[config.mk]
export PLATFORM = sky130hd
export DESIGN_NAME = tick_timer
export DESIGN_NICKNAME = d
export VERILOG_FILES = /design/src/rtl/tick_timer.sv
export SDC_FILE = /design/constraint.sdc
export NUM_CORES = 1
export LEC_CHECK = 0
export CAP_MARGIN = 5
export CORE_ASPECT_RATIO = 0.9
export CORE_MARGIN = 8
export CORE_UTILIZATION = 60
export CTS_CLUSTER_DIAMETER = 50
export CTS_CLUSTER_SIZE = 20
export DETAILED_ROUTE_END_ITERATION = 16
export PLACE_DENSITY = 0.92
export SKIP_CTS_REPAIR_TIMING = 1
export SLEW_MARGIN = 20
export SYNTH_ARGS = -nofsm -noshare
export SYNTH_HDL_FRONTEND = slang
export SYNTH_SLANG_ARGS = --single-unit
[constraint.sdc]
create_clock -name clk -period 5.75 [get_ports clk]
set_input_delay 1.15 -clock clk [delete_from_list [all_inputs] [get_ports clk]]
set_output_delay 1.15 -clock clk [all_outputs]
set_load 0.02 [all_outputs]
[src/rtl/tick_timer.sv]
// -----------------------------------------------------------------------------
// tick_timer
//   Programmable base-tick timer. A prescaler divides clk into base ticks of
//   CLK_DIV cycles; a down-counter then counts a run-time programmable number
//   of base ticks and pulses done on expiry. One-shot or periodic operation,
//   pause via enable, abort via stop, and the remaining count is readable.
//   Drives the game countdown, display refresh and beeper cadence.
//
// Parameters
//   CLK_DIV     clk cycles per base tick (>= 1)
//   CNT_W       width of period / remaining
//   WARN_TICKS  warn threshold in base ticks (only with TICK_TIMER_WARN_EN)
//
// Ports
//   clk        in   1      system clock, posedge
//   rst        in   1      synchronous reset, active-high
//   enable     in   1      1 = count, 0 = freeze prescaler and remaining
//   start      in   1      strobe: latch period/mode, clear prescaler, run
//   stop       in   1      strobe: abort to idle without done
//   mode       in   1      0 = one-shot, 1 = periodic (latched at start)
//   period     in   CNT_W  base ticks per done pulse (latched at start)
//   tick       out  1      registered pulse per base tick while running
//   done       out  1      registered pulse when remaining expires
//   busy       out  1      1 while running
//   remaining  out  CNT_W  base ticks left in the current period
//   warn       out  1      only with TICK_TIMER_WARN_EN: busy and
//                          0 < remaining <= WARN_TICKS
//
// Build option
//   TICK_TIMER_WARN_EN  define to add the registered warn output.
// -----------------------------------------------------------------------------
module tick_timer #(
    parameter int unsigned CLK_DIV    = 10_000_000,
    parameter int unsigned CNT_W      = 8,
    parameter int unsigned WARN_TICKS = 10
) (
    input  logic             clk,
    input  logic             rst,
    input  logic             enable,
    input  logic             start,
    input  logic             stop,
    input  logic             mode,
    input  logic [CNT_W-1:0] period,
    output logic             tick,
    output logic             done,
    output logic             busy,
    output logic [CNT_W-1:0] remaining
`ifdef TICK_TIMER_WARN_EN
    ,
    output logic             warn
`endif
);

    // Prescaler is at least one bit wide so CLK_DIV=1 still elaborates.
    localparam int unsigned PRE_W = (CLK_DIV > 1) ? $clog2(CLK_DIV) : 1;
    localparam logic [PRE_W-1:0] PRE_LAST = PRE_W'(CLK_DIV - 1);

    // Elaboration-time sanity checks on the parameter set.
    if (CLK_DIV < 1) begin : g_bad_clk_div
        $error("tick_timer: CLK_DIV must be >= 1");
    end
    if (CNT_W < 1) begin : g_bad_cnt_w
        $error("tick_timer: CNT_W must be >= 1");
    end
    if (64'(WARN_TICKS) >= (64'd1 << CNT_W)) begin : g_bad_warn_ticks
        $error("tick_timer: WARN_TICKS must fit in CNT_W bits");
    end

    typedef enum logic {
        S_IDLE = 1'b0,
        S_RUN  = 1'b1
    } state_t;

    state_t             state_q, state_d;
    logic [PRE_W-1:0]   pre_q, pre_d;
    logic [CNT_W-1:0]   per_q, per_d;
    logic               mode_q, mode_d;
    logic               tick_q, tick_d;
    logic               done_q, done_d;
    logic               busy_q, busy_d;
    logic [CNT_W-1:0]   rem_q, rem_d;

    logic               start_ok_c;
    logic               wrap_c;

    // A start with a zero period is treated as if it never happened.
    assign start_ok_c = start && (period != '0);

    // Base-tick boundary: only counts while running and enabled.
    assign wrap_c = (state_q == S_RUN) && enable && (pre_q == PRE_LAST);

    // Next-state and next-output logic; priority stop > start > wrap.
    always_comb begin
        state_d = state_q;
        pre_d   = pre_q;
        per_d   = per_q;
        mode_d  = mode_q;
        tick_d  = 1'b0;
        done_d  = 1'b0;
        busy_d  = busy_q;
        rem_d   = rem_q;

        if (stop) begin
            // Abort: a coincident wrap or start is discarded.
            state_d = S_IDLE;
            pre_d   = '0;
            busy_d  = 1'b0;
            rem_d   = '0;
        end else if (start_ok_c) begin
            // (Re)start from the new period; a coincident wrap is discarded.
            state_d = S_RUN;
            pre_d   = '0;
            per_d   = period;
            mode_d  = mode;
            busy_d  = 1'b1;
            rem_d   = period;
        end else if ((state_q == S_RUN) && enable) begin
            if (wrap_c) begin
                pre_d  = '0;
                tick_d = 1'b1;
                if (rem_q > CNT_W'(1)) begin
                    rem_d = rem_q - CNT_W'(1);
                end else if (rem_q == CNT_W'(1)) begin
                    done_d = 1'b1;
                    if (mode_q) begin
                        rem_d = per_q;
                    end else begin
                        state_d = S_IDLE;
                        busy_d  = 1'b0;
                        rem_d   = '0;
                    end
                end
            end else begin
                pre_d = pre_q + PRE_W'(1);
            end
        end
    end

    // State register.
    always_ff @(posedge clk) begin
        if (rst) begin
            state_q <= S_IDLE;
        end else begin
            state_q <= state_d;
        end
    end

    // Datapath and output registers.
    always_ff @(posedge clk) begin
        if (rst) begin
            pre_q  <= '0;
            per_q  <= '0;
            mode_q <= 1'b0;
            tick_q <= 1'b0;
            done_q <= 1'b0;
            busy_q <= 1'b0;
            rem_q  <= '0;
        end else begin
            pre_q  <= pre_d;
            per_q  <= per_d;
            mode_q <= mode_d;
            tick_q <= tick_d;
            done_q <= done_d;
            busy_q <= busy_d;
            rem_q  <= rem_d;
        end
    end

    assign tick      = tick_q;
    assign done      = done_q;
    assign busy      = busy_q;
    assign remaining = rem_q;

`ifdef TICK_TIMER_WARN_EN
    logic warn_q, warn_d;

    // Computed from next-cycle values so warn lines up with remaining.
    always_comb begin
        warn_d = busy_d && (rem_d != '0) && (rem_d <= CNT_W'(WARN_TICKS));
    end

    always_ff @(posedge clk) begin
        if (rst) begin
            warn_q <= 1'b0;
        end else begin
            warn_q <= warn_d;
        end
    end

    assign warn = warn_q;
`endif

endmodule

* Yosys cells after proc, flatten, opt, wreduce, memory -nomap -nowiden
Cells that the tools add are included.
Storage, ports and cells: register bits 44
Operators by class: eq/ne operators 4, reductions and logical operators 15, order comparisons 1, add/sub/neg operators 2, bitwise gates (word level) 3, mux-type cells 15
Operator list (number):
- $mux W8 | 6
- $add A24 B1 Y24 const B | 1
- $eq A24 B24 Y1 const B | 1
- $mux W24 | 1
- $eq A8 B1 Y1 const B | 1
- $gt A8 B1 Y1 const B | 1
- $mux W1 | 8
- $reduce_bool A8 Y1 | 1
- $sub A8 B1 Y8 const B | 1
- $reduce_bool A2 Y1 | 3
- $reduce_or A6 Y1 | 1
- $reduce_and A5 Y1 | 1
- $reduce_or A4 Y1 | 1
- $logic_and A1 B1 Y1 | 3
- $not A1 Y1 | 3
- $reduce_and A3 Y1 | 1
- $reduce_bool A3 Y1 | 1
- $reduce_or A3 Y1 | 1
- $ne A2 B1 Y1 const B | 1
- $ne A2 B2 Y1 const B | 1
- $reduce_and A2 Y1 | 1
- $reduce_or A2 Y1 | 1

* Longest topological paths before layout
depth after elaboration 6, mapped depth 8, depth with buffers taken out 7

* Worst setup path before layout
Ideal clock, no wire load.
kind in2reg, start point input port period[3], end point register pre_q[21], slack 3.146 ns, data arrival time 2.534 ns, stages on the path 7, path through or4_1 o21ai_1 buf_2 and2_1 nand2_1 buf_2 a21oi_1
On the way: longest elaborated chain between the ends 3
Ends and longest elaborated chain:
- start: declaration | RTL line 43 | input logic [CNT_W-1:0] period,
- $reduce_bool A8 Y1 | RTL line 87 | assign start_ok_c = start && (period != '0);
- $logic_and A1 B1 Y1 | RTL line 87
- $reduce_or A3 Y1 (no source line)
- end signal: assignment | RTL line 159 | pre_q <= pre_d;
- end: declaration | RTL line 75 | logic [PRE_W-1:0] pre_q, pre_d;
No other way between the ends. A chain may end at the register's enable or synchronous reset.

* Final worst setup path
Ends and elaborated chain as after synthesis.

==> metrics.txt <==
TritonCTS Buffers 5; async set-reset flop share out of synthesis 0%; Max-slew headroom 46.8%; HPWL after detailed placement 4120 um; setup violators final 0; Synth cell types 44; Slowest cell on crit path or4_1; minimum clock period 3200 ps; via count 2140; clk sinks 44; drt first-iter violations 238; sw frac 23.9%; Clock transition at path regs 80 ps; Post-synth EDFFs 0; max cap viols 0; Antenna Violating Nets Remaining 0; Yosys warning count 0; Initial Util 61.0%; WL/cell 16.8 um; Congestion Overflow GR 0; Pleak 0.875 nW; sequential group share of total power 51.6%; area grow syn2layout 16.2%; Buffers on Ports 24; max incr delay on CP 540 ps; critical path arrival 3420 ps; initial antenna violation count 0; Root Driver clkbuf_8; Setup Skew 10.6 ps; HP Class reg -> reg; synthesized netlist cell count 270; critical path class in -> reg; actual slew at the worst max-slew pin 791 ps; clock share of power 37.5%; drt pass-1 iters 5; Die Y 73.8 um; RSZ-0062 raised after global routing false; Placeable Area 3650 um^2; nets 308; Post-Syn Area per Cell 8.26 um^2; syn nets 287; crit end category register; Post-Synthesis Cell Area 2230 um^2; total power 0.615 mW; CTS tree yes; GR Util All Layers 19.9%; ant diodes 0; Clock Latency Late Sink 300 ps; VDD IR-drop max 0.192 mV; Remaining DRCs 0; Yosys reg bits 44; final slew viol count 0; top_reg_cell synth dfxtp_1; Crit path required time 5970 ps; outcome finished, final reports clean; fin crit share 55.6%; DIE WIDTH 80.3 um; R2R setup slack 3400 ps; fmax 313 MHz; final WL 5680 um; Comb pwr share 11.0%; layout cells sized above 1 5.82%; Pwr Density 237 nW/um^2; H-tree depth 2; internal power 0.468 mW; gpl congestion 0.916; register area share after synthesis 39.5%; CP cell instances clkdlybuf4s50_1, or4_1, o21ai_1, and2_1, nand2_1, a21oi_1; io pins 25; vias in the first global route 1983; largest net degree at the start of global routing 21; total negative slack 0 ps; first-pass GRT wire length 9340 um; critical path fanouts, max 20; row count 21; Die Area 5930 um^2; Final Hold Viols 0; Via density 6.33; sw power 0.147 mW; Clock Path Buffers 2; Startpoint Class primary input
-- power by group through the flow --
stage | clock network, mW | logic [mW] | registers (mW)
global placement | 0 | 0.0646 | 0.323
CTS | 0.233 | 0.0665 | 0.316
finish | 0.230 | 0.0674 | 0.317
global route | 0.243 | 0.0736 | 0.317
detailed placement | 0 | 0.0660 | 0.324
floorplan | 0 | 0.0392 | 0.324
-- flip-flops by register name (all words and copies together), names as in the netlist --
signal and cells:
done 1, pre_q 24, mode_q 1, remaining 8
tick 1, per_q 8, busy 1
-- through the flow --
stage | utilization [%] | hold slack, ps | cells | worst slack (ps) | area (um^2)
4_1_cts | 70.9 | 482 | 338 | 2600 | 2590
5_1_grt | 70.9 | 520 | 338 | 2360 | 2590
6_report | 70.9 | 480 | 338 | 2550 | 2590
3_3_place_gp | 68.0 | 460 | 330 | 2380 | 2480
3_5_place_dp | 68.0 | 470 | 330 | 2310 | 2480
2_1_floorplan | - | 449 | 270 | 3150 | 2230
-- worst max-delay path, delay by kind of cell --
| family | cells | cell delay, ps |
|---|---|---|
| AO/OA/AOI/OAI | 2 | 570 |
| buffers and inverters | 1 | 460 |
| AND/OR/NAND/NOR | 3 | 1240 |
-- cells in the mapped netlist (all sizes together), types with 3 or more instances --
master | count | area [um^2]
nor4 | 4 | 46.3
and4 | 4 | 35.0
or4 | 5 | 41.3
nand2 | 24 | 90.1
o21ai | 17 | 85.1
inv | 8 | 30.0
dfxtp | 44 | 881
a21oi | 18 | 90.1
xor2 | 18 | 158
nor3 | 7 | 35.0
clkbuf | 7 | 26.3
buf | 4 | 26.3
nand4 | 10 | 68.8
a31oi | 3 | 18.8
nor2 | 36 | 135
and2 | 3 | 18.8
o31ai | 3 | 22.5
and3 | 8 | 51.3
ha | 3 | 37.5
xnor2 | 6 | 52.6
nand3 | 17 | 85.1
-- layer usage --
layer / vias up / track usage, % / wire length [um]
met1: 1007 / 24.6 / 2450
li1: 1009 / - / -
met3: 17 / 5.62 / 418
met5: - / 0 / 0
met2: 107 / 31.5 / 2710
met4: 0 / 7.86 / 108
-- worst paths after layout --
path / startpoint / cells after the start / endpoint
max: period[3] / 6 / pre_q[21]
min: per_q[6] / 2 / per_q[6]
min reg2reg: per_q[6] / 2 / per_q[6]
max reg2reg: remaining[1] / 7 / remaining[1]
-- kinds of logic (layout without fill, tap and decap cells) --
group | count (synthesis) | after routing | synth area share (%)
flip-flops | 44 | 44 | 39.5
XOR/XNOR | 24 | 24 | 9.43
AO/OA/AOI/OAI | 53 | 53 | 15.0
adder cells (fa/ha/maj) | 3 | 3 | 1.68
AND/OR/NAND/NOR | 125 | 125 | 29.7
multiplexers | 2 | 2 | 0.898
buffers and inverters | 19 | 41 | 3.70
-- layout by cell type (no fill, tap or decap), types with 2 or more instances in the layout --
| master | n |
|---|---|
| dfxtp_1 | 44 |
| nor2_1 | 36 |
| nand2_1 | 24 |
| clkdlybuf4s50_1 | 24 |
| a21oi_1 | 18 |
| xor2_1 | 18 |
| nand3_1 | 17 |
| o21ai_0 | 15 |
| nand4_1 | 9 |
| inv_1 | 8 |
| and3_1 | 7 |
| nor3_1 | 7 |
| xnor2_1 | 6 |
| clkbuf_8 | 5 |
| or4_1 | 4 |
| and4_1 | 4 |
| and2_1 | 3 |
| o31ai_1 | 3 |
| a31oi_1 | 3 |
| ha_1 | 3 |
| o21ai_1 | 2 |
| nor4_1 | 2 |
| a21boi_0 | 2 |
| or2_2 | 2 |
| a2111oi_2 | 2 |
| a311o_1 | 2 |
| mux2i_1 | 2 |
-- area by class of cell --
class	instances	area (um^2)
Clock buffer	6	72.6
Fill cell	278	1060
Clock inverter	2	35.0
Tap cell	46	57.6
Inverter	8	30.0
Timing Repair Buffer	25	248
Multi-Input combinational cell	207	1270
Sequential cell	44	881
No activity file was read; power rests on OpenSTA's default activity.
